### config.mk
export PLATFORM = sky130hd
export DESIGN_NAME = tisc_mc_datapath
export DESIGN_NICKNAME = d
export VERILOG_FILES = /design/src/rtl/tisc_mc_datapath.sv
export SDC_FILE = /design/constraint.sdc
export NUM_CORES = 1
export LEC_CHECK = 0
export BUFFER_PORTS_ARGS = -buffer_cell sky130_fd_sc_hd__clkbuf_2
export CAP_MARGIN = 10
export CORE_ASPECT_RATIO = 0.7
export CORE_MARGIN = 10
export CORE_UTILIZATION = 55
export CTS_CLUSTER_SIZE = 25
export DETAILED_ROUTE_END_ITERATION = 7
export GPL_TIMING_DRIVEN = 0
export HOLD_SLACK_MARGIN = 0.06
export PLACE_DENSITY = 0.78
export SLEW_MARGIN = 20
export SYNTH_ARGS = -nofsm -noshare
export SYNTH_HDL_FRONTEND = slang
export SYNTH_SLANG_ARGS = --single-unit
### constraint.sdc
create_clock -name clk -period 6.7 [get_ports clk]
set_clock_uncertainty 0.15 [all_clocks]
set_input_delay 0.67 -clock clk [delete_from_list [all_inputs] [get_ports clk]]
set_output_delay 0.67 -clock clk [all_outputs]
set_load 0.02 [all_outputs]
### src/rtl/tisc_mc_datapath.sv
// Multi-cycle TISC datapath: PC, register file, ALU and control FSM.
// Instruction and data memories are external and use a req/ack handshake.
`timescale 1ns/1ps
module tisc_mc_datapath #(
  parameter int unsigned DATA_W = 8,
  parameter int unsigned PC_W   = 8,
  parameter int unsigned RA_W   = 4,
  parameter int unsigned OPC_W  = 4,
  localparam int unsigned INSTR_W = OPC_W + 3*RA_W
) (
  input  logic               clk,
  input  logic               rst_n,
  input  logic               start,
  output logic               imem_req,
  output logic [PC_W-1:0]    imem_addr,
  input  logic               imem_ack,
  input  logic [INSTR_W-1:0] imem_rdata,
  output logic               dmem_req,
  output logic               dmem_we,
  output logic [2*RA_W-1:0]  dmem_addr,
  output logic [DATA_W-1:0]  dmem_wdata,
  input  logic               dmem_ack,
  input  logic [DATA_W-1:0]  dmem_rdata,
  output logic [PC_W-1:0]    pc,
  output logic [OPC_W-1:0]   opcode,
  output logic               busy,
  output logic               halted,
  output logic               illegal
);

  localparam int unsigned DA_W = 2*RA_W;
  localparam int unsigned NREG = 2**RA_W;

  localparam logic [2:0] S_IDLE   = 3'd0;
  localparam logic [2:0] S_FETCH  = 3'd1;
  localparam logic [2:0] S_DECODE = 3'd2;
  localparam logic [2:0] S_EXEC   = 3'd3;
  localparam logic [2:0] S_MEM    = 3'd4;
  localparam logic [2:0] S_WB     = 3'd5;
  localparam logic [2:0] S_HALT   = 3'd6;

  localparam logic [OPC_W-1:0] OP_NOP  = OPC_W'(0);
  localparam logic [OPC_W-1:0] OP_ADD  = OPC_W'(1);
  localparam logic [OPC_W-1:0] OP_SUB  = OPC_W'(2);
  localparam logic [OPC_W-1:0] OP_AND  = OPC_W'(3);
  localparam logic [OPC_W-1:0] OP_OR   = OPC_W'(4);
  localparam logic [OPC_W-1:0] OP_XOR  = OPC_W'(5);
  localparam logic [OPC_W-1:0] OP_LD   = OPC_W'(6);
  localparam logic [OPC_W-1:0] OP_ST   = OPC_W'(7);
  localparam logic [OPC_W-1:0] OP_LDI  = OPC_W'(8);
  localparam logic [OPC_W-1:0] OP_BEQZ = OPC_W'(9);
  localparam logic [OPC_W-1:0] OP_JMP  = OPC_W'(10);
  localparam logic [OPC_W-1:0] OP_HALT = OPC_W'(15);

  logic [2:0]         state, state_nxt;
  logic [INSTR_W-1:0] instr;
  logic [OPC_W-1:0]   op;
  logic [RA_W-1:0]    rd_f, ra_f, rb_f;
  logic [DA_W-1:0]    imm;
  logic [DATA_W-1:0]  regs [NREG];
  logic [DATA_W-1:0]  opa, opb, opd, res;
  logic               wr_en, br_taken, flag_z, flag_c;
  logic [DATA_W:0]    alu_sum;
  logic [DATA_W-1:0]  alu_res;
  logic               alu_c, alu_flags;

  assign op        = instr[INSTR_W-1 -: OPC_W];
  assign rd_f      = instr[3*RA_W-1 -: RA_W];
  assign ra_f      = instr[2*RA_W-1 -: RA_W];
  assign rb_f      = instr[RA_W-1:0];
  assign imm       = instr[DA_W-1:0];
  assign imem_addr = pc;
  assign opcode    = op;

  // ALU on the operands latched in DECODE
  always_comb begin
    alu_sum   = '0;
    alu_res   = '0;
    alu_c     = 1'b0;
    alu_flags = 1'b0;
    case (op)
      OP_ADD: begin
        alu_sum   = {1'b0, opa} + {1'b0, opb};
        alu_res   = alu_sum[DATA_W-1:0];
        alu_c     = alu_sum[DATA_W];
        alu_flags = 1'b1;
      end
      OP_SUB: begin
        alu_sum   = {1'b0, opa} - {1'b0, opb};
        alu_res   = alu_sum[DATA_W-1:0];
        alu_c     = alu_sum[DATA_W];
        alu_flags = 1'b1;
      end
      OP_AND: begin alu_res = opa & opb; alu_flags = 1'b1; end
      OP_OR:  begin alu_res = opa | opb; alu_flags = 1'b1; end
      OP_XOR: begin alu_res = opa ^ opb; alu_flags = 1'b1; end
      default: ;
    endcase
  end

  // Control FSM next state
  always_comb begin
    state_nxt = state;
    case (state)
      S_IDLE:   if (start) state_nxt = S_FETCH;
      S_FETCH:  if (imem_ack) state_nxt = S_DECODE;
      S_DECODE: state_nxt = S_EXEC;
      S_EXEC: begin
        if (op == OP_LD || op == OP_ST) state_nxt = S_MEM;
        else if (op == OP_HALT)         state_nxt = S_HALT;
        else                            state_nxt = S_WB;
      end
      S_MEM:    if (dmem_ack) state_nxt = S_WB;
      S_WB:     state_nxt = S_FETCH;
      S_HALT:   if (start) state_nxt = S_FETCH;
      default:  state_nxt = S_IDLE;
    endcase
  end

  always_ff @(posedge clk or negedge rst_n) begin
    if (!rst_n) state <= S_IDLE;
    else        state <= state_nxt;
  end

  // Status and handshake outputs follow the next state so they are valid on state entry
  always_ff @(posedge clk or negedge rst_n) begin
    if (!rst_n) begin
      imem_req <= 1'b0;
      dmem_req <= 1'b0;
      busy     <= 1'b0;
      halted   <= 1'b0;
    end else begin
      imem_req <= (state_nxt == S_FETCH);
      dmem_req <= (state_nxt == S_MEM);
      busy     <= (state_nxt != S_IDLE) && (state_nxt != S_HALT);
      halted   <= (state_nxt == S_HALT);
    end
  end

  // Datapath: instruction latch, operand read, execute, memory, write-back
  always_ff @(posedge clk or negedge rst_n) begin
    if (!rst_n) begin
      instr      <= '0;
      opa        <= '0;
      opb        <= '0;
      opd        <= '0;
      res        <= '0;
      wr_en      <= 1'b0;
      br_taken   <= 1'b0;
      flag_z     <= 1'b0;
      flag_c     <= 1'b0;
      illegal    <= 1'b0;
      pc         <= '0;
      dmem_we    <= 1'b0;
      dmem_addr  <= '0;
      dmem_wdata <= '0;
      for (int i = 0; i < NREG; i++) regs[i] <= '0;
    end else begin
      case (state)
        S_FETCH: if (imem_ack) instr <= imem_rdata;
        S_DECODE: begin
          opa <= regs[ra_f];
          opb <= regs[rb_f];
          opd <= regs[rd_f];
        end
        S_EXEC: begin
          wr_en    <= 1'b0;
          br_taken <= 1'b0;
          case (op)
            OP_ADD, OP_SUB, OP_AND, OP_OR, OP_XOR: begin
              res   <= alu_res;
              wr_en <= 1'b1;
            end
            OP_LD:   wr_en <= 1'b1;
            OP_LDI: begin
              res   <= DATA_W'(imm);
              wr_en <= 1'b1;
            end
            OP_BEQZ: br_taken <= (opd == '0);
            OP_JMP:  br_taken <= 1'b1;
            OP_NOP, OP_ST, OP_HALT: ;
            default: illegal <= 1'b1;
          endcase
          if (alu_flags) begin
            flag_z <= (alu_res == '0);
            flag_c <= alu_c;
          end
          if (op == OP_LD || op == OP_ST) begin
            dmem_we    <= (op == OP_ST);
            dmem_addr  <= imm;
            dmem_wdata <= opd;
          end
        end
        S_MEM: if (dmem_ack && !dmem_we) res <= dmem_rdata;
        S_WB: begin
          if (wr_en) regs[rd_f] <= res;
          pc <= br_taken ? PC_W'(imm) : pc + PC_W'(1);
        end
        S_HALT: if (start) pc <= pc + PC_W'(1);
        default: ;
      endcase
    end
  end

endmodule

==> results <==
- The aggregate global routing overflow is 0.
- The minimum period implied by the final worst setup slack is between 3 and 4 ns.
- The run finished with clean final reports.
- The largest stage delay on the critical path is 0.51 ns.
- The placeable core region is ~0.022 sq mm.
- Yosys printed 0 warnings.
- The post-synthesis register bit count is approximately 210.
- The min-delay analysis places its worst path in the category input pin to register.
- Among the stages of the critical path, the cell type that occurs most often is mux2_2.
- The reported max-cap violation count is 0.
- The share of total power in combinational logic is between 40% and 50%.
- After clock tree synthesis, the repair step resized 0 gates.
- The floorplan has 45 rows.
- The number of max-slew violations in the final report is 0.
- The worst pin sits at a relative slew slack of 21.6%.
- The clock network latency to the later pin of the worst-skew pair is 0.52 ns.
- The tightest hold margin is approximately 0.22 ns.
- Summed over all nets, the switching power comes to 0.00265 W.
- The number of synthesized flops with an enable pin is 0.
- The data arrival time of the worst path is 3.71 ns.
- Power spread over the standard cell area amounts to 452 mW/mm^2.
- In the routed layout, each cell is associated on average with a via count of 6.97.
- A synthesized cell averages 13.6 sq um.
- The actual slew at the worst max-slew pin is 1.17 ns.
- The net count of the mapped netlist is 974.
- The count of nets left with antenna violations once routing finished came out at 0.
- The number of hold-repair buffers added at the cts stage is 1.
- Based on the critical path, the design can be clocked at up to 295 MHz.
- TritonCTS built the clock tree.
- The maximum ir drop on the vdd rail is between 300 and 400 uV.
- The CTS sink count is 211.
- In the final design database the tool counted roughly 1100 nets.
- The DRC violation total after the first TritonRoute iteration is ~1200.
- The initial antenna violation count is 0.
- The pin count of the biggest net entering global routing is just under 90.
- The floorplan step defined a die boundary enclosing 0.0292 sq mm.
- Setup violations remaining at the end of the flow were counted as 0.
- Traced cell by cell, the critical path runs through buf_2 > nor4b_4 > mux2_2 > fa_1 > nor2b_1 > o21ai_0 > a211oi_1 > a311oi_1 > o21ai_1 > mux2_2.
- The worst setup path is of the register to register kind.
- The via count of the first global-routing pass is 9331.
- The async set-or-reset flop fraction in the synthesized netlist is 100%.
- The starting density of the core is 56.8%.
- The leakage power summed over all cells is 6.30 nW.
- The layout-stage area growth over the synthesis result is 12.7%.
- The final total negative setup slack is 0 ns.
- The most used flip-flop cell after synthesis is dfrtp_1.
- The die boundary width is 200 um.
- Setup repair after global routing left no endpoint under its margin.
- The master of the slowest instance on the critical path is nor4b_4.
- The required time reported for the critical path endpoint is 7.02 ns.
- Yosys mapped the design onto just over 60 distinct sky130hd cell types.
- The internal cell power is 0.00369 W.
- The clock passes through at most 3 buffers.
- The switching share of power is between 40% and 50%.
- STA classifies the critical path endpoint as a register.
- The post-route netlist has 41.4% of its cells at a drive strength greater than 1.
- The congestion estimate from routability-driven global placement came to between 0.9 and 1.
- The detailed placer's ending HPWL is between 20000 and 30000 um.
- The detailed router placed 9140 vias in this run.
- Overall power consumption after layout is estimated at around 0.0063 W.
- The global-route wire length before repair is ~57000 um.
- The antenna diode instance count is 0.
- The gate family responsible for the most delay along the worst path is compound AO/OA/AOI/OAI gates.
- Sequential cells burn slightly below 30% of the power.
- In this run the vertical extent of the chip is 146 um.
- The port buffer count is 70.
- The CTS H-tree depth is 1.
- After technology mapping, the gate count stands at between 900 and 1000.
- The share of the Yosys chip area taken by registers is 42.3%.
- Of the available clock period, the critical path in the final layout requires 50.6%.
- In this run the worst path has a maximum fanout of 10.
- STA classifies the critical path startpoint as a register.
- The hold violation count in the final report is 0.
- Together, buffers and inverters on the worst path number 1.
- The number of buffers inserted by post-CTS setup repair is 0.
- After detailed routing, the number of remaining DRC violations is 0.
- The number of buffers created by CTS is 21.
- For this design the top-level I/O count stands at 71.
- The wire length reported by the detailed router is 37500 um.
- The tree is rooted in a clkbuf_16.
- The number of iterations in the first detailed-routing pass is 5.
- The clock-pin slew on the worst setup and hold paths is 0.07 ns.
- The cell area that synthesis handed to floorplanning was roughly 0.012 sq mm.
- The average wire per standard cell is between 20 and 30 um.
- The relative contribution of the clock network to total power is 21.6%.
- The global router's overall resource usage is 25.9%.
## metrics by stage
stage	util (%)	worst slack, ns	cells	cell area, sq um
after floorplan	-	3.80	919	12500
after global placement	60.0	0.661	1271	13200
after detailed placement	60.3	3.42	1273	13200
after CTS	63.9	3.45	1311	14000
after global routing	64.0	3.17	1311	14100
final	64.0	3.31	1311	14100
## synth_stat cells (6+ instances only)
cell type	n	area (sq um)
nand2b_1	9	56.3
nand2_1	50	188
o21ai_1	19	95.1
ha_1	25	313
a31oi_1	9	56.3
nor3_1	7	35.0
mux4_2	115	2590
nor2b_1	7	43.8
xnor2_1	9	78.8
and2_1	6	37.5
a21oi_1	24	120
buf_4	16	120
clkbuf_1	36	135
nor3b_1	7	52.6
nand3_1	9	45.0
buf_2	19	95.1
inv_1	22	82.6
nor2_1	43	161
dfrtp_1	211	5280
mux2_2	134	1510
mux2_1	20	225
o21ai_0	23	115
mux2_4	16	240
## worst register-to-register path, cell delays in order (launching register included)
cell	delay (ns)
dfrtp_1	0.38
buf_2	0.23
nor4b_4	0.51
mux2_2	0.43
fa_1	0.40
nor2b_1	0.16
o21ai_0	0.10
a211oi_1	0.45
a311oi_1	0.10
o21ai_1	0.25
mux2_2	0.19
## final timing paths
check	to	slack, ns	cells after the start	startpoint
setup / recovery	res[4]	3.31	10	instr[13]
hold / removal	instr[15]	0.22	3	imem_rdata[15]
setup reg to reg	res[4]	3.31	10	instr[13]
hold reg to reg	illegal	0.32	1	illegal
max in group asynchronous	dmem_addr[2]	4.70	4	rst_n
min in group asynchronous	regs[127]	0.55	2	rst_n
## kinds of logic (layout without fill, tap and decap cells)
logic type,count (synthesis),count (layout),synth area share [%]
muxes,292,292,37.8
AOI/OAI and AO/OA,117,117,5.86
adders and majority gates,26,26,2.67
buffers and inverters,101,211,3.96
xor gates and xnor gates,12,12,0.843
and+or+nand+nor,160,160,6.50
DFF,211,211,42.3
## area by class of cell
| type | instances | area, sq um |
|---|---|---|
| clock inverter | 13 | 231 |
| clock buffer | 24 | 557 |
| multi-input combinational | 607 | 6710 |
| timing repair buffer | 73 | 424 |
| tap | 282 | 353 |
| sequential | 211 | 5280 |
| fill | 1627 | 7910 |
| inverter | 22 | 82.6 |
| buffer | 79 | 414 |
## sequential cells by signal, indices dropped and copies added, names as in the netlist, 3 cells and up
| register | count |
|---|---|
| opd | 8 |
| dmem_wdata | 8 |
| imem_addr | 8 |
| dmem_addr | 8 |
| res | 8 |
| state | 3 |
| instr | 16 |
| opa | 8 |
| opb | 8 |
| regs | 128 |
## cells in the final DEF (no fill, tap or decap), drive strengths merged, types with 6 or more instances in the layout
cell type    n
a21oi       24
a31oi        9
and2         6
buf         45
bufinv       6
clkbuf     130
dfrtp      211
ha          25
inv         25
mux2       170
mux4       120
nand2       50
nand2b       9
nand3        9
nor2        47
nor2b        7
nor3         9
nor3b        7
o21ai       42
xnor2        9
## routing by layer
layer / global-route usage, % / vias to the layer above / routed length [um]
li1: - / 3690 / -
met5: 0 / - / 0
met2: 36.4 / 658 / 16100
met4: 9.10 / 0 / 1500
met3: 9.62 / 121 / 5000
met1: 35.8 / 4671 / 14900
## power groups by stage
stage,sequential (W),combinational [W],clock (W)
after global placement,0.00186,0.00296,0
after floorplan,0.00184,0.00208,0
after CTS,0.00186,0.00303,0.00137
after detailed placement,0.00187,0.00300,0
after global routing,0.00191,0.00329,0.00143
final,0.00188,0.00310,0.00137
Power figures use the tool's default switching activity.
